==> src/rtl/ring_mon_pkg.sv <==
// Shared types and constants for the ring/Johnson sequence monitor.
package ring_mon_pkg;

  typedef enum logic {
    ACQ    = 1'b0,
    LOCKED = 1'b1
  } state_e;

  localparam logic MODE_RING    = 1'b0;
  localparam logic MODE_JOHNSON = 1'b1;

  // Wide enough for any LOCK_CNT in 1..15.
  localparam int GCNT_W = 4;

endpackage

==> src/rtl/ring_phase_dec.sv <==
// Combinational legality check and phase decode of one ring or Johnson counter sample.
module ring_phase_dec
  import ring_mon_pkg::*;
#(
  parameter  int N  = 4,
  localparam int PW = $clog2(2 * N)
) (
  input  logic [N-1:0]  q,
  input  logic          mode,
  output logic          legal,
  output logic [PW-1:0] phase
);

  logic [PW-1:0] ones;
  logic [PW-1:0] idx;
  logic [PW:0]   jn_back;
  logic          seen_edge;
  logic          multi_edge;

  always_comb begin
    ones       = '0;
    idx        = '0;
    seen_edge  = 1'b0;
    multi_edge = 1'b0;
    for (int i = 0; i < N; i++) begin
      ones = ones + {{(PW-1){1'b0}}, q[i]};
      if (q[i]) idx = PW'(i);
    end
    // A legal Johnson word has at most one 0/1 boundary between adjacent bits.
    for (int i = 0; i < N - 1; i++) begin
      if (q[i] != q[i+1]) begin
        if (seen_edge) multi_edge = 1'b1;
        seen_edge = 1'b1;
      end
    end
    jn_back = (PW+1)'(2 * N) - {1'b0, ones};
    if (mode == MODE_JOHNSON) begin
      legal = !multi_edge;
      phase = q[N-1] ? jn_back[PW-1:0] : ones;
    end else begin
      legal = (ones == PW'(1));
      phase = idx;
    end
  end

endmodule

==> src/rtl/ring_seq_monitor.sv <==
// Tracks an upstream ring/Johnson counter, declares lock, flags and counts sequence errors.
// Error counter is built only when RING_SEQ_MON_ERR_CNT_EN is defined; otherwise err_cnt reads 0.
module ring_seq_monitor
  import ring_mon_pkg::*;
#(
  parameter  int N        = 4,
  parameter  int LOCK_CNT = 3,
  parameter  int ERR_W    = 8,
  localparam int PW       = $clog2(2 * N)
) (
  input  logic              clk,
  input  logic              rst_n,
  input  logic              en,
  input  logic              mode,
  input  logic [N-1:0]      q,
  input  logic              clr_err,
  output logic [PW-1:0]     phase,
  output logic              phase_valid,
  output logic              locked,
  output logic              err_pulse,
  output logic [ERR_W-1:0]  err_cnt,
  output state_e            dbg_state,
  output logic [GCNT_W-1:0] dbg_gcnt
);

  // en is a sample strobe with no backpressure: every cycle en is high, q is consumed.
  state_e              state_q, state_d;
  logic [GCNT_W-1:0]   gcnt_q, gcnt_d;
  logic [PW-1:0]       exp_q, exp_d;
  logic [PW-1:0]       phase_q, phase_d;
  logic                phase_valid_q, phase_valid_d;
  logic                locked_q, locked_d;
  logic                err_pulse_q, err_pulse_d;
  logic                mode_prev_q, mode_prev_d;
  logic                err_event;
  logic                dec_legal;
  logic [PW-1:0]       dec_phase;
  logic [PW-1:0]       last_phase;
  logic [PW-1:0]       next_phase;

  ring_phase_dec #(.N(N)) u_dec (
    .q     (q),
    .mode  (mode),
    .legal (dec_legal),
    .phase (dec_phase)
  );

  always_comb begin
    state_d       = state_q;
    gcnt_d        = gcnt_q;
    exp_d         = exp_q;
    phase_d       = phase_q;
    phase_valid_d = phase_valid_q;
    mode_prev_d   = mode;
    err_event     = 1'b0;
    last_phase    = (mode == MODE_JOHNSON) ? PW'(2 * N - 1) : PW'(N - 1);
    next_phase    = (dec_phase == last_phase) ? '0 : dec_phase + PW'(1);

    if (mode != mode_prev_q) begin
      state_d = ACQ;
      gcnt_d  = '0;
    end else if (en) begin
      phase_valid_d = dec_legal;
      if (dec_legal) phase_d = dec_phase;
      if (state_q == LOCKED) begin
        if (dec_legal && dec_phase == exp_q) begin
          exp_d = next_phase;
        end else begin
          // A legal but wrong sample already counts as the first good sample of reacquisition.
          err_event = 1'b1;
          state_d   = ACQ;
          gcnt_d    = dec_legal ? GCNT_W'(1) : '0;
          if (dec_legal) exp_d = next_phase;
        end
      end else begin
        if (!dec_legal) begin
          gcnt_d = '0;
        end else begin
          exp_d  = next_phase;
          gcnt_d = (gcnt_q == '0 || dec_phase == exp_q) ? gcnt_q + GCNT_W'(1) : GCNT_W'(1);
          if (gcnt_d >= GCNT_W'(LOCK_CNT)) state_d = LOCKED;
        end
      end
    end

    locked_d    = (state_d == LOCKED);
    err_pulse_d = err_event;
  end

  always_ff @(posedge clk) begin
    if (!rst_n) begin
      state_q       <= ACQ;
      gcnt_q        <= '0;
      exp_q         <= '0;
      phase_q       <= '0;
      phase_valid_q <= 1'b0;
      locked_q      <= 1'b0;
      err_pulse_q   <= 1'b0;
      // Track mode through reset so the first cycle after reset is not seen as a mode change.
      mode_prev_q   <= mode;
    end else begin
      state_q       <= state_d;
      gcnt_q        <= gcnt_d;
      exp_q         <= exp_d;
      phase_q       <= phase_d;
      phase_valid_q <= phase_valid_d;
      locked_q      <= locked_d;
      err_pulse_q   <= err_pulse_d;
      mode_prev_q   <= mode_prev_d;
    end
  end

`ifdef RING_SEQ_MON_ERR_CNT_EN
  logic [ERR_W-1:0] err_cnt_q, err_cnt_d;

  always_comb begin
    err_cnt_d = err_cnt_q;
    if (err_event) begin
      if (clr_err)          err_cnt_d = ERR_W'(1);
      else if (!(&err_cnt_q)) err_cnt_d = err_cnt_q + ERR_W'(1);
    end else if (clr_err) begin
      err_cnt_d = '0;
    end
  end

  always_ff @(posedge clk) begin
    if (!rst_n) err_cnt_q <= '0;
    else        err_cnt_q <= err_cnt_d;
  end

  assign err_cnt = err_cnt_q;
`else
  logic unused_clr_err;
  assign unused_clr_err = clr_err;
  assign err_cnt        = '0;
`endif

  assign phase       = phase_q;
  assign phase_valid = phase_valid_q;
  assign locked      = locked_q;
  assign err_pulse   = err_pulse_q;
  assign dbg_state   = state_q;
  assign dbg_gcnt    = gcnt_q;

endmodule

==> config.mk <==
export PLATFORM = sky130hd
export DESIGN_NAME = ring_seq_monitor
export DESIGN_NICKNAME = d
export VERILOG_FILES = /design/src/rtl/ring_mon_pkg.sv /design/src/rtl/ring_phase_dec.sv /design/src/rtl/ring_seq_monitor.sv
export SDC_FILE = /design/constraint.sdc
export NUM_CORES = 1
export LEC_CHECK = 0
export CAP_MARGIN = 20
export CORE_UTILIZATION = 30
export CTS_CLUSTER_DIAMETER = 80
export DETAILED_ROUTE_END_ITERATION = 6
export HOLD_SLACK_MARGIN = 0.06
export SETUP_SLACK_MARGIN = 0.15
export SYNTH_ARGS = -nofsm -noshare
export SYNTH_HDL_FRONTEND = slang
export SYNTH_HIERARCHICAL = 1
export SYNTH_SLANG_ARGS = --single-unit
==> constraint.sdc <==
create_clock -name clk -period 4.75 [get_ports clk]
set_clock_uncertainty 0.1 [all_clocks]
set_input_delay 0.95 -clock clk [delete_from_list [all_inputs] [get_ports clk]]
set_output_delay 0.95 -clock clk [all_outputs]
set_load 0.05 [all_outputs]
==> metrics.yaml <==
floorplanning:
  rows: 21
  fp.dieH_um: 61.1
  io_pins: 28
  start_util_pct: 31.4
  die_w_um: 61.1
  core-area_sq_um: 3340
  die_area_sq_um: 3740
synthesis:
  synth_mux_area_share_pct: 7.64
  yosys_warnings: 6
  synth_cell_types: 41
  synth-simple-area-share_pct: 18.6
  synthAdderAreaFrac_pct: 13.8
  yosysSeqAreaShare_pct: 26.7
  synth_top_area_cell: "dfxtp_1"
  syn_area_sq_um: 1050
  synth.avg_cell_area_sq_um: 8.89
  synthFlopType: "dfxtp_1"
  netlist_instances: 118
  synth_xor_area_share_pct: 4.18
  synth_top_family_by_area: "simple AND/OR/NAND/NOR gates"
  synth_compound_area_share_pct: 16.8
  ys_ff_latch: 14
  synthTopCellsByCount: "dfxtp_1, buf_4, ha_1, inv_1, mux2i_1"
  synth_edf_count: 0
  synthArstFlopShare_pct: 0
  synth.area.top_cells: "dfxtp_1, ha_1, mux2i_1, buf_4, nor2b_1"
  synth_top_area_share_pct: 26.7
  synth.most_common_cell: "dfxtp_1"
power_and_ir_drop:
  p_leak_nw: 0.506
  powerDensity_nw_per_um2: 235
  vdd_ir_drop_max_mv: 0.116
  finalPower_uw: 294
clock_tree:
  post_cts_buffers: 0
  clk-insertion-delay-late_ps: 270
  cts_root_buf: "clkbuf_4"
  clk_path_buf_depth: 2
  htree_levels: 1
  clk_pin_slew_ps: 80
  cts_sinks: 14
  cts_buffers: 3
  cts_tree: "done"
  cts_hold_buf: 0
  postCtsResizedCells: 0
critical_path:
  r2r-end: "locked$_SDFFE_PP0P_"
  crit_type: "input pin to flip-flop"
  end_kind: "flip-flop"
  worstPathMaxFanout: 4
  rr_worst_depth: 5
  required_ps: 4810
  worst_ep_arrival_time_ps: 4170
  r2r-start: "dbg_gcnt[0]$_SDFFE_PP0P_"
  rrSetupSlack_ps: 2990
  startpoint_type: "input pin"
timing:
  rsz0062_at_grt: "false"
  layout_setup_ws_ps: 646
  hold_violations: 0
  min_period_over_period_pct: 86.4
  min_period_ps: 4100
  setup_viol_count_final: 0
  tns_ps: 0
  whs_ps: 419
  tightest_slew_ps: 503
  fmax_ghz: 0.244
  slew_headroom_pct: 66.4
  drv_slew: 0
drt:
  antenna_left: 0
  drc: 0
  wl_um: 2020
  via_count: 845
  drtIter0Drc: 18
  first_pass_iters: 4
  viasPerCell: 4.69
  routedWlPerCell_um: 11.2
min_path:
  whs_path_depth: 2
  worstHoldPathType: "flip-flop to flip-flop"
  worstHoldEndpoint: "phase[1]$_SDFFE_PN0P_"
  hold_start: "phase[1]$_SDFFE_PN0P_"
global_routing:
  track_usage_pct: 11.6
  grt_pass1_wl_um: 3260
  grt.overflow.total: 0
  antenna_found_initial: 0
  grt_max_degree: 11
  grt_pass1_vias: 733
final_layout:
  layout-drive-gt1-share_pct: 7.46
  fin_area_sq_um: 1250
  stdcell_count: 180
  fin_util_pct: 37.5
  final_nets: 156
  syn_to_final_growth_pct: 19.5
  num-fill-cells: 357
  diodes: 0
placed_design:
  dpl.hpwl_um: 1620
  port_buffers: 18
  dpl_worst_slack_ps: 363
  dp.cells: 177
  gp_congestion: 0.844
  placed_cell_area_sq_um: 1230
job:
  max_cap_viol_count: 0
run_status:
  outcome: "completed"
-- cell usage in the layout (no fill, tap or decap), types with 4 or more instances in the layout --
cell and instances:
a21oi_1 4, clkdlybuf4s50_1 18, conb_1 8, dfxtp_1 14, ha_1 10, inv_1 8, mux2i_1 8, nand2_1 6
nor2b_1 6, nor3_1 5
-- registers in the layout (all words and copies together) (netlist names) --
signal / flops
dbg_gcnt: 4
err_pulse: 1
exp_q: 3
locked: 1
mode_prev_q: 1
phase: 3
phase_valid: 1
-- final cells by class --
class	instances	area, sq um	share of cell area (%)
timing repair buffer	19	188	15.0
multi-input combinational	89	671	53.5
sequential	14	280	22.4
clock buffer	3	22.5	1.80
inverter	9	33.8	2.70
tap	46	57.6	4.60
-- per-layer routing --
metal  global-route usage (%)  up-vias  wire length [um]
met5                        0        -                 0
met4                     1.95        0                18
li1                         -      432                 -
met2                     18.8       27               947
met1                     15.7      384               966
met3                     2.94        2                91
-- power by group --
part           internal [mW]  switching, mW
sequential             0.122        0.00320
combinational         0.0380         0.0664
clock                 0.0293         0.0359
total                  0.189          0.105
-- worst max-delay path by stage --
stage | startpoint | endpoint | slack (ps) | depth (start not counted)
detailed placement | q[3] | dbg_gcnt[2]$_SDFFE_PP0P_ | 360 | 12
global route | q[3] | locked$_SDFFE_PP0P_ | 450 | 12
floorplan | q[0] | dbg_gcnt[3]$_SDFFE_PP0P_ | 970 | 11
CTS | q[3] | dbg_gcnt[2]$_SDFFE_PP0P_ | 650 | 12
global placement | q[3] | dbg_gcnt[2]$_SDFFE_PP0P_ | 360 | 12
finish | q[3] | dbg_gcnt[2]$_SDFFE_PP0P_ | 650 | 12
-- cells by family after synthesis --
logic type,after synthesis
buffers and inverters,22
adder cells (fa/ha/maj),11
other,1
multiplexers,8
AO/OA/AOI/OAI,22
flip-flops,14
XOR/XNOR,5
AND/OR/NAND/NOR,35
-- worst max-delay path, stage by stage --
cell,delay (ps)
clkdlybuf4s50_1,570
fa_1,450
ha_1,190
ha_1,290
inv_1,60
ha_1,190
or3_1,310
a21boi_1,230
xor2_1,260
o32a_2,240
nor3_2,70
a311o_1,360
Note: power is estimated with default switching activity, not from simulation.
